`src/rtl/nand_test_sequencer_if.sv`:
```
// Control handshake and gate-under-test bus of the NAND test sequencer.
// The sequencer uses the master modport; the harness/gate side uses slave.
interface nand_test_sequencer_if;
    logic       start;
    logic       abort;
    logic       dut_y;
    logic       dut_a;
    logic       dut_b;
    logic       busy;
    logic       done;
    logic       pass;
    logic [2:0] err_cnt;
    logic [3:0] fail_vec;

    modport master (
        input  start, abort, dut_y,
        output dut_a, dut_b, busy, done, pass, err_cnt, fail_vec
    );

    modport slave (
        output start, abort, dut_y,
        input  dut_a, dut_b, busy, done, pass, err_cnt, fail_vec
    );
endinterface

```
`src/rtl/nand_test_sequencer.sv`:
```
// Exhaustive 2-input gate tester: applies {a,b} = 00,01,10,11, waits
// SETTLE_CYCLES after each vector, samples dut_y once and compares it with
// EXP_TT[{a,b}]. Reports a mismatch count, per-vector fail flags and pass.
module nand_test_sequencer #(
    parameter int         SETTLE_CYCLES = 2,
    parameter logic [3:0] EXP_TT        = 4'b0111
) (
    input logic                    clk,
    input logic                    rst_n,
    nand_test_sequencer_if.master  bus
);

    typedef enum logic [2:0] {IDLE, APPLY, SETTLE, CHECK, DONE} state_t;

    localparam logic [3:0] SETTLE_LOAD = 4'(SETTLE_CYCLES - 1);

    state_t     state, state_nx;
    logic [1:0] idx, idx_nx;
    logic [3:0] cnt, cnt_nx;

    logic in_run;
    logic in_run_nx;
    logic accept;
    logic check_en;
    logic mismatch;

    assign in_run    = (state == APPLY) || (state == SETTLE) || (state == CHECK);
    assign in_run_nx = (state_nx == APPLY) || (state_nx == SETTLE) || (state_nx == CHECK);
    // abort in IDLE suppresses a same-cycle start
    assign accept    = (state == IDLE) && bus.start && !bus.abort;
    // abort wins over a CHECK result landing in the same cycle
    assign check_en  = (state == CHECK) && !bus.abort;
    // case inequality so an undriven or X gate output reads as a failure
    assign mismatch  = (bus.dut_y !== EXP_TT[idx]);

    // Sequencing registers: state, vector index and settle counter
    always_ff @(posedge clk or negedge rst_n) begin
        if (!rst_n) begin
            state <= IDLE;
            idx   <= 2'd0;
            cnt   <= 4'd0;
        end else begin
            state <= state_nx;
            idx   <= idx_nx;
            cnt   <= cnt_nx;
        end
    end

    // Next-state: APPLY(1) -> SETTLE(SETTLE_CYCLES) -> CHECK(1) per vector
    always_comb begin
        state_nx = state;
        idx_nx   = idx;
        cnt_nx   = cnt;
        if (in_run && bus.abort) begin
            state_nx = IDLE;
            idx_nx   = 2'd0;
            cnt_nx   = 4'd0;
        end else begin
            case (state)
                IDLE: if (accept) begin
                    state_nx = APPLY;
                    idx_nx   = 2'd0;
                end
                APPLY: begin
                    state_nx = SETTLE;
                    cnt_nx   = SETTLE_LOAD;
                end
                SETTLE: begin
                    if (cnt == 4'd0) state_nx = CHECK;
                    else             cnt_nx   = cnt - 4'd1;
                end
                CHECK: begin
                    if (idx == 2'd3) begin
                        state_nx = DONE;
                    end else begin
                        state_nx = APPLY;
                        idx_nx   = idx + 2'd1;
                    end
                end
                DONE: begin
                    state_nx = IDLE;
                    idx_nx   = 2'd0;
                end
                default: begin
                    state_nx = IDLE;
                    idx_nx   = 2'd0;
                    cnt_nx   = 4'd0;
                end
            endcase
        end
    end

    // Status outputs decoded straight from the state register
    always_comb begin
        bus.busy = in_run;
        bus.done = (state == DONE);
    end

    // Result bookkeeping and registered gate inputs
    always_ff @(posedge clk or negedge rst_n) begin
        if (!rst_n) begin
            bus.dut_a    <= 1'b0;
            bus.dut_b    <= 1'b0;
            bus.pass     <= 1'b0;
            bus.err_cnt  <= 3'd0;
            bus.fail_vec <= 4'd0;
        end else begin
            // vector stays on the gate from APPLY through its CHECK, else 00
            bus.dut_a <= in_run_nx ? idx_nx[1] : 1'b0;
            bus.dut_b <= in_run_nx ? idx_nx[0] : 1'b0;
            if (accept) begin
                bus.pass     <= 1'b0;
                bus.err_cnt  <= 3'd0;
                bus.fail_vec <= 4'd0;
            end else if (check_en) begin
                if (mismatch) begin
                    bus.err_cnt       <= bus.err_cnt + 3'd1;
                    bus.fail_vec[idx] <= 1'b1;
                end
                // pass must include the result of the last vector
                if (idx == 2'd3)
                    bus.pass <= (bus.err_cnt == 3'd0) && !mismatch;
            end else if (in_run && bus.abort) begin
                bus.pass <= 1'b0;
            end
        end
    end

endmodule

```
`src/flat_wrapper.sv`:
```
// flat-port wrapper written by rule: the top's interface ports become plain ports
module nand_test_sequencer_flat 
#(
    parameter int         SETTLE_CYCLES = 2,
    parameter logic [3:0] EXP_TT        = 4'b0111
)
  (clk, rst_n, bus_start, bus_abort, bus_dut_y, bus_dut_a, bus_dut_b, bus_busy, bus_done, bus_pass, bus_err_cnt, bus_fail_vec);
  nand_test_sequencer_if bus_i ();
  input logic clk;
  input logic rst_n;
  input wire logic [$bits(bus_i.start)-1:0] bus_start;
  input wire logic [$bits(bus_i.abort)-1:0] bus_abort;
  input wire logic [$bits(bus_i.dut_y)-1:0] bus_dut_y;
  output wire logic [$bits(bus_i.dut_a)-1:0] bus_dut_a;
  output wire logic [$bits(bus_i.dut_b)-1:0] bus_dut_b;
  output wire logic [$bits(bus_i.busy)-1:0] bus_busy;
  output wire logic [$bits(bus_i.done)-1:0] bus_done;
  output wire logic [$bits(bus_i.pass)-1:0] bus_pass;
  output wire logic [$bits(bus_i.err_cnt)-1:0] bus_err_cnt;
  output wire logic [$bits(bus_i.fail_vec)-1:0] bus_fail_vec;
  assign bus_i.start = bus_start;
  assign bus_i.abort = bus_abort;
  assign bus_i.dut_y = bus_dut_y;
  assign bus_dut_a = bus_i.dut_a;
  assign bus_dut_b = bus_i.dut_b;
  assign bus_busy = bus_i.busy;
  assign bus_done = bus_i.done;
  assign bus_pass = bus_i.pass;
  assign bus_err_cnt = bus_i.err_cnt;
  assign bus_fail_vec = bus_i.fail_vec;
  nand_test_sequencer #(.SETTLE_CYCLES(SETTLE_CYCLES), .EXP_TT(EXP_TT)) u_core (.clk(clk), .rst_n(rst_n), .bus(bus_i));
endmodule
```
`config.mk`:
```
export PLATFORM = sky130hd
export DESIGN_NAME = nand_test_sequencer_flat
export DESIGN_NICKNAME = d
export VERILOG_FILES = /design/src/rtl/nand_test_sequencer_if.sv /design/src/rtl/nand_test_sequencer.sv /design/src/flat_wrapper.sv
export SDC_FILE = /design/constraint.sdc
export NUM_CORES = 1
export LEC_CHECK = 0
export BUFFER_PORTS_ARGS = -buffer_cell sky130_fd_sc_hd__buf_2
export CORE_MARGIN = 4
export CORE_UTILIZATION = 59
export CTS_CLUSTER_DIAMETER = 100
export CTS_CLUSTER_SIZE = 12
export DETAILED_ROUTE_END_ITERATION = 12
export PLACE_DENSITY = 0.82
export SYNTH_ARGS = -nofsm -noshare
export SYNTH_HDL_FRONTEND = slang
export SYNTH_SLANG_ARGS = --single-unit
```
`constraint.sdc`:
```
create_clock -name clk -period 4.75 [get_ports clk]
set_clock_uncertainty 0.1 [all_clocks]
set_input_delay 0.95 -clock clk [delete_from_list [all_inputs] [get_ports clk]]
set_output_delay 0.95 -clock clk [all_outputs]
set_load 0.05 [all_outputs]
```
# Word-level counts from Yosys, hierarchy flattened
# Cells that the tools add are included.
# word_totals
wordCells	77
inputBits	5
n_memories	0
ff_bits	19
latch_bits	0
rom_bits	0
mem_bits_rw	0
# classes
div	0
mux	28
n_lt_le_gt_ge	2
add_sub_neg	3
shift	0
reduce_logical	23
n_eq_ne	12
multipliers	0
bitwise	1
# op_table
cell	n
$mux 3	7
$mux 4	5
$eq 3x2->1 const B	4
$pmux 3 s4	1
$pmux 4 s3	1
$mux 1	8
$eq 3x1->1 const B	2
$logic_and 1x1->1	6
$logic_not 3->1	2
$mux 2	3
$pmux 2 s3	1
$reduce_and 2->1	3
$logic_not 4->1	1
$logic_or 1x1->1	4
$or 4x4->4	1
$reduce_bool 2->1	2
$sub 4x1->4 const B	1
$add 3x1->3 const B	1
$eq 3x3->1 const B	1
$lt 2x3->1 const B	1
$ne 3x2->1 const B	1
$ne 3x3->1 const B	1
$reduce_bool 3->1	1
$reduce_or 3->1	1
other kinds (9)	10

# Depth between registers and ports, before layout
# depth
word_depth	10
ltp_mapped	5

# Worst setup path after synthesis
# Ideal clock, no wire load.
# synth_timing
path_kind	register to output
startpoint	register u_core.state[2]
endpoint	output port bus_done
slack_ps	2383
path_stages_with_launch	4
n_path_buf	2
arrival_ps	1317
path_cell_list	dfrtp_1 clkbuf_1 clkbuf_1 and2_1
# synth_between
elab_chain_cells	1
# synth_lines
element	line_no	text
from (decl)	nand_test_sequencer.sv:17	state_t state, state_nx;
from (signal assigned)	nand_test_sequencer.sv:43	state <= state_nx;
$eq 3x3->1	nand_test_sequencer.sv:96	bus.done = (state == DONE);
to (decl)	flat_wrapper.sv:17	output wire logic [$bits(bus_i.done)-1:0] bus_done;
# No other way between the ends.

# Worst setup path after layout
# layout_timing
startpoint	register u_core.state[1]
endpoint	output port bus_done
# Same word-level chain as after synthesis.

==> results.cfg <==
[critical_path]
worstSetupStartpointType = flip-flop
crit_path_max_fanout = 20
r2r_setup_slack_ns = 2.61
slowest_stage = dfrtp_1
path_class = flip-flop to primary output
r2r.worst_path.cells = 3
critPathMaxStageDelay_ns = 0.61
endpoint_kind = primary output
crit_chain = nor2_1 -> and2_1 -> buf_2
r2r_end = u_core.state[0]
r2r-start = u_core.state[1]
arrival_ns = 1.73
critical_path_required_ns = 3.70

[synth]
yosys.area.top_type_share_pct = 41.7
ys_warn_count = 0
synth_top_family_by_area = compound AO/OA/AOI/OAI gates
synth_seq_cells = 19
synth.distinct_cells = 45
synth_compound_area_share_pct = 22.3
synth_flop_cell = dfrtp_1
netlist_area_um2 = 1140
synth-xor-area-share_pct = 0.768
async_reset_ff_share_pct = 100
syn_avg_cell_area_um2 = 9.51
synth-adder-area-share_pct = 4.39
synth_cells = 120
synth-seq-area-share_pct = 41.7
synth-edff-count = 0
synthMuxAreaShare_pct = 4.39
synth_top_cell_by_area = dfrtp_1
synth_simple_gate_area_share_pct = 20.5
synth_area_leaders = dfrtp_1 42%, ha_1 4.4%, mux2i_1 4.4%
syn_nets = 129

[grt]
grt_pass1_vias = 885
grt_pass1_wl_mm = 4.12
globalRouteOverflowTotal = 0
antenna_found_initial = 0
grt_max_degree = 21
gr-usage-all-layers_pct = 20.6

[detailed_routing]
drcViolationCount = 0
vias = 963
antenna_left = 0
wl_per_cell_um = 15.6
wl_mm = 2.42
post_drt_via_cell_ratio = 6.21
drtIter0Drc = 31
dr.pass1.iters = 4

[power_and_ir_drop]
peakVddDrop_mv = 0.246
pwr_density_cell_nw_per_um2 = 401
p_total_mw = 0.498
cellLeakagePower_nw = 0.544

[sta]
min_period_over_period_pct = 58.5
slew_violations = 0
rsz0062_at_grt = no
worst_slew_pin_slew_ns = 0.640
fin_crit_ns = 2.78
finalSetupViolCount = 0
finalSetupTns_ns = 0
fin_hold_ws_ns = 0.393
finalHoldViolCount = 0
max_freq_mhz = 360
max_slew_margin_pct = 56.8

[clock_network]
clkSlewWorstSetupHoldPaths_ns = 0.11
cts_sinks = 19
root_buffer = clkbuf_4
numCtsBuffers = 3
post_cts_resized = 0
cts_buffer_depth = 2
post_cts_buffers = 0
tritoncts = done
ctsHoldBuffers = 0
h-tree-depth = 1
insertion_delay_ns = 0.30

[cells_and_area]
layout_common_cells = 19 x dfrtp_1, 16 x buf_2, 10 x o21ai_0
mostFrequentLayoutCell = dfrtp_1
diodes = 0
n_fill_cell = 127
layout-drive-gt1-share_pct = 18.5
area_growth_pct = 8.66
nets = 140

[die]
die_h_um = 52.0
ios = 17
die-area_um2 = 2700
rows = 15
core_um2 = 1780
initial_core_util_pct = 64.0
fp.dieW_um = 52.0

[placement]
port_buffers = 16
gp_routability_congestion = 0.835
place_hpwl_mm = 1.76

[flow_run]
max_cap_viol_count = 0

[outcome]
outcome = finished, final reports clean

[worst_hold_path]
min_from = u_core.bus.fail_vec[1]
holdPathStages = 1
min_to = u_core.bus.fail_vec[1]
hp-class = flip-flop to flip-flop
==> metal layers <==
layer	routed length, um	GRT usage [%]	share of wire [%]	vias to the layer above
met5	0	0	0	-
met4	59	9.61	2.4	0
met3	147	4.01	6.1	9
met2	1150	32.2	47	42
met1	1070	27.2	44	453
li1	-	-	-	459
==> sequential cells by signal, summed over array words and instances (netlist names) <==
signal               flops
u_core.bus.dut_b         1
u_core.bus.err_cnt       3
u_core.state             3
u_core.cnt               4
u_core.bus.dut_a         1
u_core.idx               2
u_core.bus.fail_vec      4
u_core.bus.pass          1
==> Yosys cell counts (2+ instances only) <==
master / instances
nor3_1: 3
a211oi_1: 2
o21ai_0: 10
o21a_1: 2
mux2i_1: 5
ha_1: 4
nand2b_1: 3
a21oi_1: 7
clkbuf_1: 8
nor2_1: 7
dfrtp_1: 19
inv_1: 8
nor3b_1: 3
nand3_1: 3
nand4_1: 2
nand2_1: 4
or3b_2: 2
==> critical path, delay by kind of cell (launching register included) <==
kind,cells,cell delay (ns)
buf+inv,1,0.26
simple gates,2,0.56
flops,1,0.61
==> cell type report <==
class | count | area (um2) | share of cell area [%]
clock buffers | 4 | 26.3 | 2.12
inverters | 8 | 30.0 | 2.42
multi-input cells | 83 | 597 | 48.1
flip-flops and latches | 19 | 475 | 38.3
well taps | 25 | 31.3 | 2.52
repair buffers | 16 | 80.1 | 6.46
==> worst max-delay path by stage <==
stage,from,cells after the start,endpoint,slack (ns)
detailed placement,bus_abort,4,u_core.state[0],2.18
finish,u_core.state[1],3,bus_done,1.97
floorplan,u_core.state[2],3,bus_done,2.38
global route,u_core.state[1],3,bus_done,1.91
CTS,u_core.state[1],3,bus_done,2.01
global placement,bus_abort,4,u_core.state[0],2.25
==> per-stage QoR <==
step	instances	cell area, um2	util (%)	setup slack, ns
final	155	1240	69.5	1.97
after global routing	155	1240	69.5	1.91
after CTS	155	1240	69.5	2.01
after detailed placement	151	1210	68.1	2.18
after global placement	151	1210	68.1	2.25
after floorplan	120	1140	-	2.38
==> cells by family after synthesis <==
logic type | after synthesis
and+or+nand+nor | 38
AOI/OAI and AO/OA | 35
DFF | 19
buffers and inverters | 18
muxes | 5
adders and majority gates | 4
xor gates and xnor gates | 1
==> where the power goes <==
| part | internal [mW] | switching, mW |
|---|---|---|
| Clock | 0.0327 | 0.0476 |
| Combinational | 0.0817 | 0.109 |
| Sequential | 0.182 | 0.0446 |
| Total | 0.297 | 0.201 |
Power figures use the tool's default switching activity.
